## src/rtl/mem_access_unit_pkg.sv

```systemverilog
// Shared encodings for the MEM-stage access engine: access sizes, FSM states,
// byte-lane enable patterns and the misalignment predicate.
package mem_pkg;

    localparam logic [1:0] SIZE_BYTE = 2'b00;
    localparam logic [1:0] SIZE_HALF = 2'b01;
    localparam logic [1:0] SIZE_WORD = 2'b10;

    typedef enum logic [1:0] {
        ST_IDLE = 2'd0,
        ST_REQ  = 2'd1,
        ST_DONE = 2'd2
    } state_t;

    localparam logic [3:0] BE_NONE    = 4'b0000;
    localparam logic [3:0] BE_BYTE0   = 4'b0001;
    localparam logic [3:0] BE_HALF_LO = 4'b0011;
    localparam logic [3:0] BE_HALF_HI = 4'b1100;
    localparam logic [3:0] BE_WORD    = 4'b1111;

    // Size 2'b11 behaves as a word, so any size with bit 1 set needs a == 0.
    function automatic logic is_misaligned(input logic [1:0] size, input logic [1:0] a);
        if (size == SIZE_BYTE)
            return 1'b0;
        else if (size == SIZE_HALF)
            return a[0];
        else
            return (a != 2'b00);
    endfunction

endpackage

```

## src/rtl/mem_access_unit_if.sv

```systemverilog
// Data-memory req/ack bus between the MEM-stage engine (master) and the
// external data memory (slave).
interface mem_access_unit_if;
    logic        Mem_Req;
    logic        Mem_We;
    logic [31:0] Mem_Addr;
    logic [3:0]  Mem_ByteEn;
    logic [31:0] Mem_WData;
    logic [31:0] Mem_RData;
    logic        Mem_Ack;

    modport master (
        output Mem_Req, Mem_We, Mem_Addr, Mem_ByteEn, Mem_WData,
        input  Mem_RData, Mem_Ack
    );

    modport slave (
        input  Mem_Req, Mem_We, Mem_Addr, Mem_ByteEn, Mem_WData,
        output Mem_RData, Mem_Ack
    );
endinterface

```

## src/rtl/mem_access_unit_lane_align.sv

```systemverilog
// Little-endian lane steering: store byte enables and lane replication, plus
// load lane extraction with sign or zero extension.
module mem_lane_align
    import mem_pkg::*;
(
    input  logic [1:0]  size,
    input  logic [1:0]  addr_lo,
    input  logic        zero_ext,
    input  logic [31:0] store_data,
    input  logic [31:0] load_raw,
    output logic [3:0]  byte_en,
    output logic [31:0] store_lanes,
    output logic [31:0] load_data
);

    logic [7:0]  ld_byte;
    logic [15:0] ld_half;

    always_comb begin
        ld_byte     = load_raw[{addr_lo, 3'b000} +: 8];
        ld_half     = load_raw[{addr_lo[1], 4'b0000} +: 16];
        byte_en     = BE_WORD;
        store_lanes = store_data;
        load_data   = load_raw;
        case (size)
            SIZE_BYTE: begin
                byte_en     = BE_BYTE0 << addr_lo;
                store_lanes = {4{store_data[7:0]}};
                load_data   = zero_ext ? {24'h0, ld_byte} : {{24{ld_byte[7]}}, ld_byte};
            end
            SIZE_HALF: begin
                byte_en     = addr_lo[1] ? BE_HALF_HI : BE_HALF_LO;
                store_lanes = {2{store_data[15:0]}};
                load_data   = zero_ext ? {16'h0, ld_half} : {{16{ld_half[15]}}, ld_half};
            end
            default: ;
        endcase
    end

endmodule

```

## src/rtl/mem_access_unit.sv

```systemverilog
// MEM-stage load/store engine driving a req/ack data bus with a timeout.
// Build option MEM_MISALIGN_CHECK_EN: trap misaligned half/word accesses.
//
// state   | meaning
// IDLE    | no access in flight; samples pipeline inputs
// REQ     | Mem_Req high, waiting for Mem_Ack or timeout
// DONE    | result valid, stall released for one cycle
module mem_access_unit
    import mem_pkg::*;
#(
    parameter  int TIMEOUT_CYCLES = 16,
    localparam int CNT_W          = $clog2(TIMEOUT_CYCLES + 1)
) (
    input  logic              Clock,
    input  logic              Reset,
    input  logic              MEM_MemRead,
    input  logic              MEM_MemWrite,
    input  logic [1:0]        MEM_Size,
    input  logic              MEM_Unsigned,
    input  logic [31:0]       MEM_Address,
    input  logic [31:0]       MEM_WriteData,
    mem_access_unit_if.master bus,
    output logic [31:0]       MEM_MemData,
    output logic              MEM_Stall,
    output logic              MEM_BusError,
    output logic              MEM_AddrExc
);

    localparam logic [CNT_W-1:0] CNT_LAST = CNT_W'(TIMEOUT_CYCLES - 1);

    state_t            state, state_d;
    logic [CNT_W-1:0]  cnt, cnt_d;
    logic              access, misalign, timeout;
    logic              req_d, we_d, bus_err_d, addr_exc_d, addr_exc_q;
    logic [31:0]       addr_d, wdata_d, mem_data_d;
    logic [3:0]        be_d;
    logic [3:0]        lane_be;
    logic [31:0]       lane_wdata, lane_rdata;

    assign access      = MEM_MemRead | MEM_MemWrite;
    assign MEM_Stall   = access & (state != ST_DONE);
    assign timeout     = (cnt == CNT_LAST);
    assign MEM_AddrExc = addr_exc_q;

`ifdef MEM_MISALIGN_CHECK_EN
    assign misalign = is_misaligned(MEM_Size, MEM_Address[1:0]);
`else
    assign misalign = 1'b0;
`endif

    // Pipeline inputs are held stable while stalled, so one instance serves
    // both the store lanes (used in IDLE) and the load extraction (used in REQ).
    mem_lane_align u_lane (
        .size        (MEM_Size),
        .addr_lo     (MEM_Address[1:0]),
        .zero_ext    (MEM_Unsigned),
        .store_data  (MEM_WriteData),
        .load_raw    (bus.Mem_RData),
        .byte_en     (lane_be),
        .store_lanes (lane_wdata),
        .load_data   (lane_rdata)
    );

    always_ff @(posedge Clock or posedge Reset) begin
        if (Reset)
            state <= ST_IDLE;
        else
            state <= state_d;
    end

    always_comb begin
        state_d = state;
        case (state)
            ST_IDLE: if (access) state_d = misalign ? ST_DONE : ST_REQ;
            ST_REQ:  if (bus.Mem_Ack || timeout) state_d = ST_DONE;
            ST_DONE: state_d = ST_IDLE;
            default: state_d = ST_IDLE;
        endcase
    end

    always_comb begin
        req_d      = bus.Mem_Req;
        we_d       = bus.Mem_We;
        addr_d     = bus.Mem_Addr;
        be_d       = bus.Mem_ByteEn;
        wdata_d    = bus.Mem_WData;
        mem_data_d = MEM_MemData;
        bus_err_d  = MEM_BusError;
        addr_exc_d = addr_exc_q;
        cnt_d      = cnt;
        case (state)
            ST_IDLE: begin
                if (access) begin
                    cnt_d = '0;
                    if (misalign) begin
                        addr_exc_d = 1'b1;
                        mem_data_d = 32'h0;
                    end else begin
                        req_d   = 1'b1;
                        we_d    = MEM_MemWrite;
                        addr_d  = {MEM_Address[31:2], 2'b00};
                        be_d    = lane_be;
                        wdata_d = lane_wdata;
                    end
                end
            end
            ST_REQ: begin
                cnt_d = cnt + CNT_W'(1);
                // Mem_We drops with Mem_Req so no stale write strobe lingers.
                if (bus.Mem_Ack) begin
                    req_d = 1'b0;
                    we_d  = 1'b0;
                    if (!bus.Mem_We) mem_data_d = lane_rdata;
                end else if (timeout) begin
                    req_d      = 1'b0;
                    we_d       = 1'b0;
                    mem_data_d = 32'h0;
                    bus_err_d  = 1'b1;
                end
            end
            ST_DONE: begin
                bus_err_d  = 1'b0;
                addr_exc_d = 1'b0;
            end
            default: ;
        endcase
    end

    always_ff @(posedge Clock or posedge Reset) begin
        if (Reset) begin
            bus.Mem_Req    <= 1'b0;
            bus.Mem_We     <= 1'b0;
            bus.Mem_Addr   <= 32'h0;
            bus.Mem_ByteEn <= BE_NONE;
            bus.Mem_WData  <= 32'h0;
            MEM_MemData    <= 32'h0;
            MEM_BusError   <= 1'b0;
            addr_exc_q     <= 1'b0;
            cnt            <= '0;
        end else begin
            bus.Mem_Req    <= req_d;
            bus.Mem_We     <= we_d;
            bus.Mem_Addr   <= addr_d;
            bus.Mem_ByteEn <= be_d;
            bus.Mem_WData  <= wdata_d;
            MEM_MemData    <= mem_data_d;
            MEM_BusError   <= bus_err_d;
            addr_exc_q     <= addr_exc_d;
            cnt            <= cnt_d;
        end
    end

endmodule

```

## src/flat_wrapper.sv

```systemverilog
// flat-port wrapper written by rule: the top's interface ports become plain ports
module mem_access_unit_flat import mem_pkg::*;
#(
    parameter  int TIMEOUT_CYCLES = 16,
    localparam int CNT_W          = $clog2(TIMEOUT_CYCLES + 1)
)
  (Clock, Reset, MEM_MemRead, MEM_MemWrite, MEM_Size, MEM_Unsigned, MEM_Address, MEM_WriteData, MEM_MemData, MEM_Stall, MEM_BusError, MEM_AddrExc, bus_Mem_Req, bus_Mem_We, bus_Mem_Addr, bus_Mem_ByteEn, bus_Mem_WData, bus_Mem_RData, bus_Mem_Ack);
  mem_access_unit_if bus_i ();
  input  logic Clock;
  input  logic Reset;
  input  logic MEM_MemRead;
  input  logic MEM_MemWrite;
  input  logic [1:0] MEM_Size;
  input  logic MEM_Unsigned;
  input  logic [31:0] MEM_Address;
  input  logic [31:0] MEM_WriteData;
  output logic [31:0] MEM_MemData;
  output logic MEM_Stall;
  output logic MEM_BusError;
  output logic MEM_AddrExc;
  output wire logic [$bits(bus_i.Mem_Req)-1:0] bus_Mem_Req;
  output wire logic [$bits(bus_i.Mem_We)-1:0] bus_Mem_We;
  output wire logic [$bits(bus_i.Mem_Addr)-1:0] bus_Mem_Addr;
  output wire logic [$bits(bus_i.Mem_ByteEn)-1:0] bus_Mem_ByteEn;
  output wire logic [$bits(bus_i.Mem_WData)-1:0] bus_Mem_WData;
  input wire logic [$bits(bus_i.Mem_RData)-1:0] bus_Mem_RData;
  input wire logic [$bits(bus_i.Mem_Ack)-1:0] bus_Mem_Ack;
  assign bus_Mem_Req = bus_i.Mem_Req;
  assign bus_Mem_We = bus_i.Mem_We;
  assign bus_Mem_Addr = bus_i.Mem_Addr;
  assign bus_Mem_ByteEn = bus_i.Mem_ByteEn;
  assign bus_Mem_WData = bus_i.Mem_WData;
  assign bus_i.Mem_RData = bus_Mem_RData;
  assign bus_i.Mem_Ack = bus_Mem_Ack;
  mem_access_unit #(.TIMEOUT_CYCLES(TIMEOUT_CYCLES)) u_core (.Clock(Clock), .Reset(Reset), .MEM_MemRead(MEM_MemRead), .MEM_MemWrite(MEM_MemWrite), .MEM_Size(MEM_Size), .MEM_Unsigned(MEM_Unsigned), .MEM_Address(MEM_Address), .MEM_WriteData(MEM_WriteData), .bus(bus_i), .MEM_MemData(MEM_MemData), .MEM_Stall(MEM_Stall), .MEM_BusError(MEM_BusError), .MEM_AddrExc(MEM_AddrExc));
endmodule
```

## config.mk

```make
export PLATFORM = sky130hd
export DESIGN_NAME = mem_access_unit_flat
export DESIGN_NICKNAME = d
export VERILOG_FILES = /design/src/rtl/mem_access_unit_pkg.sv /design/src/rtl/mem_access_unit_if.sv /design/src/rtl/mem_access_unit_lane_align.sv /design/src/rtl/mem_access_unit.sv /design/src/flat_wrapper.sv
export SDC_FILE = /design/constraint.sdc
export NUM_CORES = 1
export LEC_CHECK = 0
export ABC_AREA = 1
export CORE_UTILIZATION = 40
export CTS_CLUSTER_SIZE = 25
export DETAILED_ROUTE_END_ITERATION = 12
export DONT_BUFFER_PORTS = 1
export SLEW_MARGIN = 20
export SYNTH_ARGS = -nofsm -noshare
export SYNTH_HDL_FRONTEND = slang
export SYNTH_SLANG_ARGS = --single-unit
```

## constraint.sdc

```tcl
create_clock -name Clock -period 5.05 [get_ports Clock]
set_input_delay 0.7575 -clock Clock [delete_from_list [all_inputs] [get_ports Clock]]
set_output_delay 0.7575 -clock Clock [all_outputs]
set_load 0.02 [all_outputs]
```

==> Yosys cells after proc, flatten, opt, wreduce, memory -nomap -nowiden <==
Cells that the tools add are included.
{ "totals": {"out_inout_bits": 105, "elab_cells": 61, "register_bits": 108, "in_bits": 104} }
{ "classes": {"add_sub_neg": 1, "n_bitwise": 2, "mux": 23, "n_reduce_logical": 12, "eq_ne": 11, "n_shift": 3} }
{ "op_table": {"columns": ["cell", "n"], "rows": [
  ["2-to-1 mux 32 bit", 5],
  ["case mux 32 bit (2 select lines)", 2],
  ["variable part select 32 x 6 -> 16 bit", 1],
  ["variable part select 32 x 6 -> 8 bit", 1],
  ["case mux 5 bit (2 select lines)", 1],
  ["AND reduction 3 bit", 3],
  ["case mux 4 bit (2 select lines)", 1],
  ["2-to-1 mux 1 bit", 6],
  ["!= test 2 x 1 -> 1 bit (second input constant)", 3],
  ["!= test 2 bit (second input constant)", 3],
  ["case mux 1 bit (2 select lines)", 3],
  ["AND reduction 2 bit", 3],
  ["nonzero test 2 bit", 3],
  ["adder 5 x 1 -> 5 bit (second input constant)", 1],
  ["equality test 5 x 4 -> 1 bit (second input constant)", 1],
  ["2-to-1 mux 5 bit", 1],
  ["equality test 2 x 1 -> 1 bit (second input constant)", 2],
  ["logical NOT 2 bit", 2],
  ["2-to-1 mux 2 bit", 2],
  ["2-to-1 mux 4 bit", 1],
  ["case mux 2 bit (2 select lines)", 1],
  ["left shift 1 x 2 -> 4 bit (first input constant)", 1],
  ["!= test 3 x 2 -> 1 bit (second input constant)", 1],
  ["equality test 2 bit (second input constant)", 1],
  ["other kinds (3)", 3]
]} }

==> Depth between registers and ports, before layout <==
{ "logic_depth": {"word_depth": 5, "ltp_mapped": 12, "ltp_nobuf": 10} }

==> Cells and area by module <==
From an unflattened synthesis, not the netlist that was laid out.
{ "unflattened": {"cells_unflattened": 724, "hier_area_um2": 5524.0} }
{ "by_module_without_submodules": {"columns": ["mod", "seq_area_each_um2", "n_inst", "area_per_inst_um2", "cells_each"], "rows": [
  ["mem_access_unit", 2702.6, 1, 4398.0, 492],
  ["mem_lane_align", 0.0, 1, 1126.1, 232]
]} }

==> Worst setup path after synthesis <==
OpenSTA, ideal clock, no wires.
{ "synth_path": {"kind": "input-to-output", "from": "input MEM_MemWrite", "to": "output MEM_Stall", "path_stages": 2, "n_path_buf": 0, "required_time_ns": 4.293, "setup_slack_ns": 3.147, "t_arrival_ns": 1.145, "cell_sequence": "nor2_1 -> a21oi_1"} }
{ "synth_via": {"elab_chain_len": 2} }
{ "synth_lines": {"columns": ["element", "line", "rtl"], "rows": [
  ["start, declared", "flat_wrapper.sv:12", "input logic MEM_MemWrite;"],
  ["bitwise OR 1 bit", "mem_access_unit.sv:40", "assign access = MEM_MemRead | MEM_MemWrite;"],
  ["bitwise AND 1 bit", "mem_access_unit.sv:41", "assign MEM_Stall = access & (state != ST_DONE);"],
  ["end, declared", "flat_wrapper.sv:18", "output logic MEM_Stall;"]
]} }
No other way between the ends.

==> Worst setup path after layout <==
{ "layout_path": {"from": "register u_core.cnt[0]", "to": "register u_core.MEM_MemData[14]"} }
{ "layout_via": {"elab_chain_len": 3} }
{ "layout_lines": {"columns": ["element", "line", "rtl"], "rows": [
  ["start, declared", "mem_access_unit.sv:32", "logic [CNT_W-1:0] cnt, cnt_d;"],
  ["start signal, assigned", "mem_access_unit.sv:149", "cnt <= cnt_d;"],
  ["equality test 5 x 4 -> 1 bit", "mem_access_unit.sv:42", "assign timeout = (cnt == CNT_LAST);"],
  ["nonzero test 2 bit (no line)", null, null],
  ["AND reduction 3 bit (no line)", null, null],
  ["end signal, assigned", "mem_access_unit.sv:146", "MEM_MemData <= mem_data_d;"],
  ["end, declared", "mem_access_unit.sv:23", "output logic [31:0] MEM_MemData,"]
]} }
No other way between the ends.
A chain may end at the register's enable or synchronous reset.

==> impl_metrics.csv <==
group,metric,value,unit
worst_setup_path,cp-start-kind,"flip-flop",
yosys,yosys_warnings,0,
clock_network,cts_hold_buf,0,
sta,finClkSkew,0.008505,ns
grt,grt_pass1_vias,3895,
cells_and_area,diodes,0,
worst_setup_path,critPathRequiredTime,5.34,ns
pwr,power.leakage,2.739,nW
clock_network,postCtsSetupRepairBufs,0,
grt,grt_usage,20.85,%
sta,fin_crit,2.065,ns
cells_and_area,syn_to_final_growth,7.009,%
detailed_routing,drt-pass1-iter-count,4,
floorplanning,fp-row-count,40,
clock_network,cts_tree,"yes",
grt,busiest_layer,"met2",
placement,hpwl,9.738,mm
sta,whs,0.4273,ns
grt,grt_max_degree,67,
yosys,ys_types,30,
worst_setup_path,critPathMaxFanout,32,
cells_and_area,drive_above_1_share,7.097,%
cells_and_area,nNetsFinal,721,
clock_network,root_buffer,"clkbuf_16",
yosys,yosysSeqAreaShare,54.07,%
pwr,power.density,654.3,nW/um^2
run,cap_viol_max_count,0,
yosys,yosysTopAreaCellShare,54.07,%
sta,slew_violations,0,
clock_network,cts_resized,0,
sta,setup_slack,2.985,ns
clock_network,cts.clk_slew.worst_paths,0.08,ns
yosys,avgSynthCellArea,7.934,um^2
grt,antenna_found_initial,0,
sta,fmaxAchievable,484.3,MHz
grt,use_met3,7.067,%
placement,io_buffers,0,
detailed_routing,drc,0,
clock_network,cts_made_buffers,9,
pwr,power,3.500,mW
yosys,synth_seq_cells,108,
placement,routabilityCongestion,0.8889,
detailed_routing,drt_iter0_drc,240,
clock_network,cts.sinks,108,
worst_setup_path,worstSetupPathType,"flip-flop to flip-flop",
clock_network,clock_latency,0.36,ns
min_path,hold_path.class,"primary input to asynchronous set/reset pin",
floorplanning,die_width,113.8,um
grt,use_met1,24.83,%
yosys,syn_area,4999,um^2
floorplanning,dieArea,12950,um^2
grt,grt_pass1_wl,20.56,mm
sta,setup_viol,0,
worst_setup_path,cp-end-kind,"flip-flop",
status,run_status,"completed",
clock_network,cts.htree.levels,3,
sta,relSlewSlack,37.35,%
floorplanning,start_util,41.27,%
floorplanning,die_y,113.8,um
sta,worstMarginPinSlew,0.9384,ns
worst_setup_path,r2r_slack,2.99,ns
detailed_routing,post_drt_via_cell_ratio,5.069,
floorplanning,core-area,12110,um^2
yosys,synthCells,630,
cells_and_area,final_util,44.16,%
detailed_routing,final_antenna_net_count,0,
detailed_routing,routedWlPerCell,16.97,um
clock_network,clock_path_buffers,2,
grt,overflow,0,
floorplanning,pin_count,209,
yosys,synth_top_area_cell,"dfrtp_1",
placement,place_ws,2.718,ns
detailed_routing,via_count,3994,
sta,finalSetupTns,0,ns
pwr,max-vdd-ir-drop,0.2927,mV
sta,finalCritPeriodShare,40.89,%
sta,hold_viol,0,
sta,rsz0062_at_grt,"no",
cells_and_area,layout_common_cells,"nand2_1 (288), dfrtp_1 (108), nor2_1 (70)",
cells_and_area,mostFrequentLayoutCell,"nand2_1",
grt,grt_use_met2,33.78,%
yosys,synth_area_leaders,"dfrtp_1 (54%), nand2_1 (22%), nor2_1 (5.3%)",
detailed_routing,wl,13.37,mm
worst_setup_path,arrival,2.36,ns
-- synth_stat cells --
library cell / count
a21oi_1: 20
a22o_1: 2
a31oi_1: 17
a32o_1: 1
buf_12: 1
buf_2: 13
buf_4: 4
buf_6: 2
clkbuf_1: 12
conb_1: 1
dfrtp_1: 108
ha_1: 2
inv_1: 24
inv_2: 1
inv_8: 1
nand2_1: 288
nand2_2: 12
nand2_4: 2
nand3_1: 11
nand3_2: 1
nand3_4: 1
nand4_1: 13
nor2_1: 70
nor2_2: 1
nor2_4: 2
nor3_2: 1
o21ai_0: 16
o21ai_2: 1
o22ai_1: 1
or2_2: 1
-- routing by layer --
metal / vias to the layer above / routed length [um]
met2: 152 / 6285
li1: 1946 / -
met1: 1871 / 5440
met5: - / 0
met3: 25 / 1256
met4: 0 / 386
-- where the power goes --
part	switching (mW)	internal [mW]	total, mW
clock network	0.330	0.340	0.670
logic	0.533	0.272	0.805
registers	0.769	1.26	2.02
-- through the flow --
stage               cell area, um^2  std cells
finish                         5349        788
global route                   5349        788
CTS                            5349        788
detailed placement             5071        772
global placement               5071        772
floorplan                      5006        632
-- state kept, by name, indices dropped and copies added (netlist names) --
name                   count
u_core.bus.Mem_We          1
u_core.MEM_BusError        1
u_core.bus.Mem_Addr       30
u_core.bus.Mem_WData      32
u_core.bus.Mem_Req         1
u_core.bus.Mem_ByteEn      4
u_core.state               2
u_core.cnt                 5
u_core.MEM_MemData        32
-- path summary, 6_finish.rpt --
| kind | from | end | depth (start not counted) |
|---|---|---|---|
| max | u_core.cnt[0] | u_core.MEM_MemData[14] | 11 |
| min | Reset | u_core.bus.Mem_Addr[21] | 1 |
| max reg2reg | u_core.cnt[0] | u_core.MEM_MemData[14] | 11 |
| min reg2reg | u_core.cnt[0] | u_core.cnt[0] | 1 |
| max in group asynchronous | Reset | u_core.bus.Mem_Addr[12] | 2 |
| min in group Clock | MEM_Address[3] | u_core.bus.Mem_Addr[3] | 2 |
-- logic make-up after synthesis --
kind of cell	after synthesis	synth area share [%]
DFF	108	54.07
AOI/OAI and AO/OA	58	6.584
buffers and inverters	58	5.757
other	1	0.07502
and+or+nand+nor	403	33.02
adders and majority gates	2	0.5005
-- area by class of cell --
| cell class | instances | area, um^2 |
|---|---|---|
| Clock buffer | 10 | 229.0 |
| Clock inverter | 6 | 48.80 |
| Fill cell | 1246 | 6763 |
| Inverter | 26 | 107.6 |
| Multi-Input combinational cell | 466 | 2021 |
| Sequential cell | 108 | 2703 |
| Tap cell | 168 | 210.2 |
| Timing Repair Buffer | 4 | 30.03 |
-- critical path: stages, from the launching register on --
cell,delay (ns)
dfrtp_1,0.42
ha_1,0.22
nand2_1,0.09
nor2_1,0.05
ha_1,0.19
or2_2,0.30
nand2_1,0.08
inv_1,0.06
o21ai_2,0.06
buf_4,0.33
nand2_1,0.10
nand2_1,0.08
Note: power is estimated with default switching activity, not from simulation.
